### src/rtl/mul_accumulator.sv
// mul_accumulator: buffers multiplier products in a small FIFO and sums a
// programmed number of them into a wide accumulator (dot-product job).
// Ports: clk, rst_n (async active-low); in_val/in_res/in_overflow product
// input; in_stall early backpressure to the multiplier; start/len job
// control; out_val/out_rdy/out_sum/out_ovf result; drop_err sticky drop flag.
// Option: define MUL_ACC_SATURATE_EN to clamp the accumulator on carry-out
// instead of wrapping.
module mul_accumulator #(
    parameter int PROD_WIDTH = 64,
    parameter int ACC_WIDTH  = 80,
    parameter int FIFO_DEPTH = 4,
    parameter int CNT_WIDTH  = 8
) (
    input  logic                  clk,
    input  logic                  rst_n,
    input  logic                  in_val,
    input  logic [PROD_WIDTH-1:0] in_res,
    input  logic                  in_overflow,
    output logic                  in_stall,
    input  logic                  start,
    input  logic [CNT_WIDTH-1:0]  len,
    output logic                  out_val,
    input  logic                  out_rdy,
    output logic [ACC_WIDTH-1:0]  out_sum,
    output logic                  out_ovf,
    output logic                  drop_err
);

    localparam int PW = $clog2(FIFO_DEPTH);
    localparam int OW = $clog2(FIFO_DEPTH + 1);

    typedef enum logic [1:0] {
        IDLE  = 2'd0,
        ACCUM = 2'd1,
        DONE  = 2'd2
    } state_t;

    state_t                 state;
    logic [ACC_WIDTH-1:0]   acc;
    logic [CNT_WIDTH-1:0]   remaining;

    logic [PROD_WIDTH-1:0]  mem_res [FIFO_DEPTH];
    logic [FIFO_DEPTH-1:0]  mem_ovf;
    logic [PW-1:0]          wr_ptr;
    logic [PW-1:0]          rd_ptr;
    logic [OW-1:0]          occ;

    logic                   full;
    logic                   pop;
    logic                   push;
    logic [ACC_WIDTH:0]     sum_ext;
    logic                   carry;
    logic [ACC_WIDTH-1:0]   acc_next;

    assign full = (occ == OW'(FIFO_DEPTH));
    assign pop  = (state == ACCUM) && (occ != '0);
    // A full FIFO still accepts a product when the same cycle frees a slot.
    assign push = in_val && (!full || pop);

    // Two free slots cover the products already inside the multiplier.
    assign in_stall = (OW'(FIFO_DEPTH) - occ) <= OW'(2);

    assign sum_ext = {1'b0, acc} + (ACC_WIDTH + 1)'(mem_res[rd_ptr]);
    assign carry   = sum_ext[ACC_WIDTH];

`ifdef MUL_ACC_SATURATE_EN
    // Once clamped, every further add carries again, so it stays clamped.
    assign acc_next = carry ? {ACC_WIDTH{1'b1}} : sum_ext[ACC_WIDTH-1:0];
`else
    assign acc_next = sum_ext[ACC_WIDTH-1:0];
`endif

    assign out_sum = acc;

    always_ff @(posedge clk) begin
        if (push) begin
            mem_res[wr_ptr] <= in_res;
        end
    end

    always_ff @(posedge clk or negedge rst_n) begin
        if (!rst_n) begin
            mem_ovf  <= '0;
            wr_ptr   <= '0;
            rd_ptr   <= '0;
            occ      <= '0;
            drop_err <= 1'b0;
        end else begin
            if (push) begin
                mem_ovf[wr_ptr] <= in_overflow;
                wr_ptr          <= wr_ptr + PW'(1);
            end
            if (pop) begin
                rd_ptr <= rd_ptr + PW'(1);
            end
            if (push && !pop) begin
                occ <= occ + OW'(1);
            end else if (pop && !push) begin
                occ <= occ - OW'(1);
            end
            if (in_val && !push) begin
                drop_err <= 1'b1;
            end
        end
    end

    always_ff @(posedge clk or negedge rst_n) begin
        if (!rst_n) begin
            state     <= IDLE;
            acc       <= '0;
            remaining <= '0;
            out_val   <= 1'b0;
            out_ovf   <= 1'b0;
        end else begin
            unique case (state)
                IDLE: begin
                    if (start) begin
                        acc     <= '0;
                        out_ovf <= 1'b0;
                        if (len != '0) begin
                            remaining <= len;
                            state     <= ACCUM;
                        end else begin
                            state   <= DONE;
                            out_val <= 1'b1;
                        end
                    end
                end
                ACCUM: begin
                    if (pop) begin
                        acc       <= acc_next;
                        out_ovf   <= out_ovf | carry | mem_ovf[rd_ptr];
                        remaining <= remaining - CNT_WIDTH'(1);
                        if (remaining == CNT_WIDTH'(1)) begin
                            state   <= DONE;
                            out_val <= 1'b1;
                        end
                    end
                end
                DONE: begin
                    if (out_rdy) begin
                        state   <= IDLE;
                        out_val <= 1'b0;
                    end
                end
                default: begin
                    state   <= IDLE;
                    out_val <= 1'b0;
                end
            endcase
        end
    end

endmodule
### config.mk
export PLATFORM = sky130hd
export DESIGN_NAME = mul_accumulator
export DESIGN_NICKNAME = d
export VERILOG_FILES = /design/src/rtl/mul_accumulator.sv
export SDC_FILE = /design/constraint.sdc
export NUM_CORES = 1
export LEC_CHECK = 0
export ABC_AREA = 1
export BUFFER_PORTS_ARGS = -buffer_cell sky130_fd_sc_hd__buf_4
export CORE_MARGIN = 2
export CORE_UTILIZATION = 30
export DETAILED_ROUTE_END_ITERATION = 8
export PLACE_DENSITY_LB_ADDON = 0.1
export SLEW_MARGIN = 10
export SYNTH_ARGS = -nofsm -noshare
export SYNTH_HDL_FRONTEND = slang
export SYNTH_SLANG_ARGS = --single-unit
### constraint.sdc
create_clock -name clk -period 5.52 [get_ports clk]
set_clock_uncertainty 0.1 [all_clocks]
set_input_delay 0.276 -clock clk [delete_from_list [all_inputs] [get_ports clk]]
set_output_delay 0.276 -clock clk [all_outputs]
set_load 0.03 [all_outputs]
# Word level (Yosys, flattened, before mapping)
# Memory sizes are Yosys's and may differ from the RTL's.
# Cells that the tools add are included.
dict set report totals {
  ff_bits 104
  latch_bits 0
  mem_bits_rw 256
  mem_bits_ro 0
  out_inout_bits 84
  memories 1
}
dict set report classes {
  add_sub_neg 7
  multipliers 0
  n_div 0
  magnitude_cmp 4
  n_eq_ne 10
  shifts 0
  n_mux 31
  bitwise_logic 2
  reduce_logical 19
}
# memory words width read_ports rd_clocked_by_memory_dff wr line_no
set mem_list {}
lappend mem_list {mem_res 4 64 1 0 1 42} ;# logic [PROD_WIDTH-1:0] mem_res [FIFO_DEPTH];
# op n
set op_table {}
lappend op_table {{two-way mux 80 bit} 2}
lappend op_table {{case mux 80 bit (2 select lines)} 1}
lappend op_table {{adder 80 x 64 -> 81 bit} 1}
lappend op_table {{two-way mux 8 bit} 3}
lappend op_table {{case mux 8 bit (2 select lines)} 1}
lappend op_table {{two-way mux 1 bit} 11}
lappend op_table {{two-way mux 2 bit} 5}
lappend op_table {{inequality test 2 bit (second input constant)} 5}
lappend op_table {{equality test 8 x 1 -> 1 bit (second input constant)} 1}
lappend op_table {{AND reduction 4 bit} 2}
lappend op_table {{nonzero test 8 bit} 1}
lappend op_table {{subtractor 8 x 1 -> 8 bit (second input constant)} 1}
lappend op_table {{logical AND 1 bit} 6}
lappend op_table {{< comparator 2 x 3 -> 1 bit (second input constant)} 2}
lappend op_table {{two-way mux 3 bit} 2}
lappend op_table {{case mux 2 bit (3 select lines)} 1}
lappend op_table {{AND reduction 5 bit} 1}
lappend op_table {{adder 2 x 1 -> 2 bit (second input constant)} 2}
lappend op_table {{bitwise mux 4 bit} 1}
lappend op_table {{nonzero test 2 bit} 2}
lappend op_table {{adder 3 x 1 -> 3 bit (second input constant)} 1}
lappend op_table {{equality test 3 bit (second input constant)} 1}
lappend op_table {{less-or-equal comparator 3 x 2 -> 1 bit (second input constant)} 1}
lappend op_table {{zero test 1 bit} 3}
lappend op_table {{other kinds (15)} 16}

# Depth between registers and ports, before layout
dict set report logic_depth {
  word_depth 8
  mapped_depth 23
  depth_no_buf 20
}

# Worst setup path before layout
# Ideal clock, no wire load.
dict set report synth_timing {
  kind {register to register}
  startpoint {register occ[0]}
  endpoint {memory mem_res[0][0] (enable)}
  setup_ns 0.489
  arrival_ns 4.026
  path_slack_ns 0.905
  path_stages_with_launch 9
  n_path_buf 0
  cell_sequence {dfrtp_1 inv_1 ha_1 ha_1 nor2_4 inv_2 nand2_1 nand2_1 nor2_1}
}
dict set report synth_between {
  elab_chain_cells 6
  word_cells_on_any_way 8
  cone_classes {1 x eq/ne; 2 x mux; 5 x reduce/logical}
}
# item line_no
set synth_rtl {}
lappend synth_rtl {{from (decl)} 46} ;# logic [OW-1:0] occ;
lappend synth_rtl {{from (signal assigned)} 97} ;# occ <= occ + OW'(1);
lappend synth_rtl {{from (signal assigned)} 99} ;# occ <= occ - OW'(1);
lappend synth_rtl {{equality test 3 bit or nonzero test 3 bit (tied branches)} {55, 56}}
lappend synth_rtl {{zero test 1 bit or logical AND 1 bit (tied branches)} {58, 56}}
lappend synth_rtl {{logical OR 1 bit (*)} 58} ;# assign push = in_val && (!full || pop);
lappend synth_rtl {{logical AND 1 bit (*)} 58}
lappend synth_rtl {{two-way mux 1 bit (*)} 76} ;# if (push) begin
lappend synth_rtl {{two-way mux 1 bit (not written as such) (*)} 77} ;# mem_res[wr_ptr] <= in_res;
lappend synth_rtl {{to (decl)} 42}
# Every way passes the cells marked *; elsewhere a longest branch is shown, timed or not.

# Worst setup path in the final report
dict set report layout_timing {
  startpoint {register rd_ptr[0]}
  endpoint {register acc[70], in the netlist out_sum[70]}
}
dict set report layout_between {
  elab_chain_cells 4
}
# item line_no
set layout_rtl {}
lappend layout_rtl {{from (decl)} 45} ;# logic [PW-1:0] rd_ptr;
lappend layout_rtl {{from (signal assigned)} 94} ;# rd_ptr <= rd_ptr + PW'(1);
lappend layout_rtl {{memory (4 x 64 bit)} -}
lappend layout_rtl {{adder 80 x 64 -> 81 bit} 63} ;# assign sum_ext = {1'b0, acc} + (ACC_WIDTH + 1)'(mem_res[rd_ptr]);
lappend layout_rtl {{two-way mux 80 bit} 130} ;# if (pop) begin
lappend layout_rtl {{case mux 80 bit (2 select lines)} 115} ;# unique case (state)
lappend layout_rtl {{to (signal assigned)} 131} ;# acc <= acc_next;
lappend layout_rtl {{to (decl)} 39} ;# logic [ACC_WIDTH-1:0] acc;
# Every way passes these cells. The select of a mux whose other input is x is not followed.
# A chain may end at the register's enable or synchronous reset.

==> impl_metrics.yaml <==
timing:
  setup_viol: 0
  rsz0062_at_grt: "false"
  max_slew_margin_pct: 35.3
  fin_setup_tns_ns: 0
  worst_slew_pin_slew_ns: 0.969
  slew_viol_final: 0
  fmax_mhz: 225
  hold_violations: 0
  final.period_utilization_pct: 80.4
  min_period_ns: 4.44
floorplanning:
  core_area_um2: 67000
  rows: 95
  die_x_um: 264
  boundaryPins: 162
  die_h_um: 264
  start_util_pct: 30.3
  die_area_um2: 69800
clock_network:
  cts_tree: "done"
  clkTransAtPathRegs_ns: 0.06
  cts_sinks: 360
  cts_buffers: 43
  cts_htree_levels: 2
  post_cts_buffers: 0
  clockRootBuffer: "clkbuf_16"
  cts.path.max_buffers: 3
  clk_latency_ns: 0.58
logic_synthesis:
  synth_cell_types: 52
  syn_area_per_cell_um2: 8.20
  netlist_instances: 2476
  synth_compound_area_share_pct: 11.9
  synthesis.area_um2: 20300
  synthAdderAreaFrac_pct: 4.82
  ys_ff_latch: 360
  synth_top_family_by_area: "simple AND/OR/NAND/NOR gates"
  synthSimpleGateAreaFrac_pct: 25.0
  synth_xor_area_share_pct: 0.345
  yosys_warnings: 0
  synth_mux_area_share_pct: 0
  synth-seq-area-share_pct: 50.7
  syn-num-nets: 2631
grt:
  grtUsageTotal_pct: 19.4
  antenna_found_initial: 0
  grt_pass1_vias: 17181
  grt_pass1_wl_mm: 104
  grt_max_degree: 131
  grt-ovfl-total: 0
routing:
  first_pass_iters: 5
  routedWlPerCell_um: 18.8
  wirelength_mm: 68.0
  vias: 17250
  ant_nets: 0
  vias_per_cell: 4.77
  drt_iter0_drc: 1020
  drc: 0
placement:
  place_congestion: 0.930
  portBuffers: 161
  dp_hpwl_mm: 50.8
worst_setup_path:
  crit_required_ns: 5.93
  criticalPathCategory: "reg2reg"
  crit_path_start_kind: "register"
  setup.worst_path.end_class: "register"
  crit_arrival_ns: 4.85
  path_max_fanout: 130
min_path:
  hold_class: "in2reg"
final_layout:
  area_growth_pct: 21.4
  finalNetCount: 2866
  drive_above_1_share_pct: 13.9
  diodes: 0
  fillCellCount: 6936
outcome:
  status: "completed"
pwr:
  power_w: 0.0167
  p_leak_nw: 10.8
  power_density_nw_per_um2: 679
  ir_drop_mv: 0.291
run:
  max_cap_viol_count: 0
-- sequential cells by signal (all words and copies together), names as in the netlist --
register	flops
out_ovf	1
out_sum	80
mem_res	256
occ	3
out_val	1
remaining	8
wr_ptr	2
drop_err	1
state	2
rd_ptr	2
mem_ovf	4
-- cell families (layout without fill, tap and decap cells) --
group | after synthesis | in the layout
adders and majority gates | 77 | 77
AOI/OAI and AO/OA | 446 | 446
buffers and inverters | 381 | 651
DFF | 360 | 360
and+or+nand+nor | 1204 | 1204
xor gates and xnor gates | 8 | 8
-- critical path, cell delays in order (launching register included) --
cell and delay, ns:
dfrtp_4 0.86, clkinv_2 0.16, buf_12 0.25, o21ai_0 0.30, o22ai_1 0.12, ha_1 0.26, fa_1 0.47, nand3_1 0.12
nand3_2 0.15, nand2_1 0.09, nand2_1 0.15, nand2_1 0.12, nand3_1 0.24, nand2_1 0.16, nand2_2 0.14, nand2_1 0.10
nand2_1 0.10, nand3_1 0.09, nand2_1 0.06, nor2_1 0.10
-- cell usage in the layout, fill, tap and decap left out, types with 11 or more instances in the layout --
| master | instances |
|---|---|
| nor2_1 | 300 |
| nand2_1 | 688 |
| nand2_2 | 36 |
| inv_2 | 18 |
| edfxtp_1 | 256 |
| ha_1 | 75 |
| dfrtp_1 | 102 |
| o21ai_1 | 20 |
| nor2_2 | 38 |
| a21oi_1 | 135 |
| o22ai_1 | 64 |
| clkbuf_16 | 44 |
| inv_1 | 298 |
| nor3_1 | 15 |
| nand3_2 | 11 |
| clkbuf_1 | 13 |
| nand3_1 | 69 |
| o21ai_0 | 193 |
| buf_4 | 176 |
| nor2_4 | 14 |
| dlygate4sd3_1 | 74 |
-- power breakdown --
part / leakage [nW] / switching, W / internal (W) / total (W)
logic: 6.43 / 0.00695 / 0.00286 / 0.00981
registers: 3.67 / 0.000493 / 0.00365 / 0.00414
clock network: 0.678 / 0.00115 / 0.00164 / 0.00279
-- Yosys cell counts (all sizes together) --
cell | n | share of area [%]
nand4 | 5 | 0.15
xnor2 | 2 | 0.086
fa | 2 | 0.20
o31ai | 2 | 0.074
nand2 | 724 | 14
a32o | 2 | 0.099
nand3b | 5 | 0.18
dfrtp | 104 | 13
o21a | 5 | 0.18
a31oi | 1 | 0.031
o21ai | 219 | 5.5
o21bai | 10 | 0.39
a31o | 2 | 0.086
inv | 317 | 5.9
and3 | 1 | 0.031
xor2 | 6 | 0.26
a21oi | 135 | 3.3
nor3b | 1 | 0.037
a22oi | 1 | 0.037
o211ai | 2 | 0.099
edfxtp | 256 | 38
or2 | 4 | 0.12
a22o | 2 | 0.086
a21boi | 1 | 0.037
buf | 19 | 0.51
nand3 | 80 | 2.2
clkbuf | 43 | 0.81
nor2 | 352 | 7.3
and2 | 5 | 0.16
clkinv | 2 | 0.037
nor4 | 5 | 0.18
ha | 75 | 4.6
o22ai | 64 | 2.0
nor3 | 22 | 0.75
-- final timing paths --
| check | startpoint | slack (ns) | cells after the start | end |
|---|---|---|---|---|
| max | rd_ptr[0] | 1.08 | 19 | out_sum[70] |
| min | out_rdy | 0.04 | 6 | state[0] |
| max reg2reg | rd_ptr[0] | 1.08 | 19 | out_sum[70] |
| min reg2reg | mem_ovf[0] | 0.39 | 1 | mem_ovf[0] |
| max in group asynchronous | rst_n | 3.63 | 3 | rd_ptr[0] |
| min in group asynchronous | rst_n | 0.17 | 2 | remaining[4] |
-- timing repair --
item | 4_1_cts | 5_1_grt
resized for setup | 0 | 0
hold endpoints to repair | 313 | 0
hold buffers | 74 | 0
-- cell type report --
class	count	area (um2)	share of cell area [%]
multi-input cells	1735	8580	34.8
inverters	319	1200	4.86
well taps	873	1090	4.43
flip-flops and latches	360	10300	41.8
clock buffers	63	1230	5.00
clock inverters	17	151	0.614
repair buffers	252	2100	8.53
-- layer usage --
metal | up-vias | track usage [%] | wire [um]
met4 | 0 | 5.05 | 1590
met3 | 83 | 2.14 | 2210
met2 | 325 | 32.6 | 32000
met5 | - | 0 | 0
met1 | 8236 | 26.6 | 32200
li1 | 8606 | - | -
-- through the flow --
step / instance area [um2] / utilization [%] / hold slack, ns / worst slack (ns) / cells
2_1_floorplan: 20300 / - / -0.120 / 0.905 / 2476
3_3_place_gp: 22500 / 33.6 / 0.253 / 1.35 / 3465
6_report: 24700 / 36.8 / 0.0351 / 1.08 / 3619
3_5_place_dp: 22500 / 33.6 / 0.260 / 1.32 / 3465
4_1_cts: 24700 / 36.8 / 0.00581 / 1.32 / 3619
5_1_grt: 24700 / 36.8 / 0.0703 / 0.888 / 3619
(Power assumes the default switching activity.)
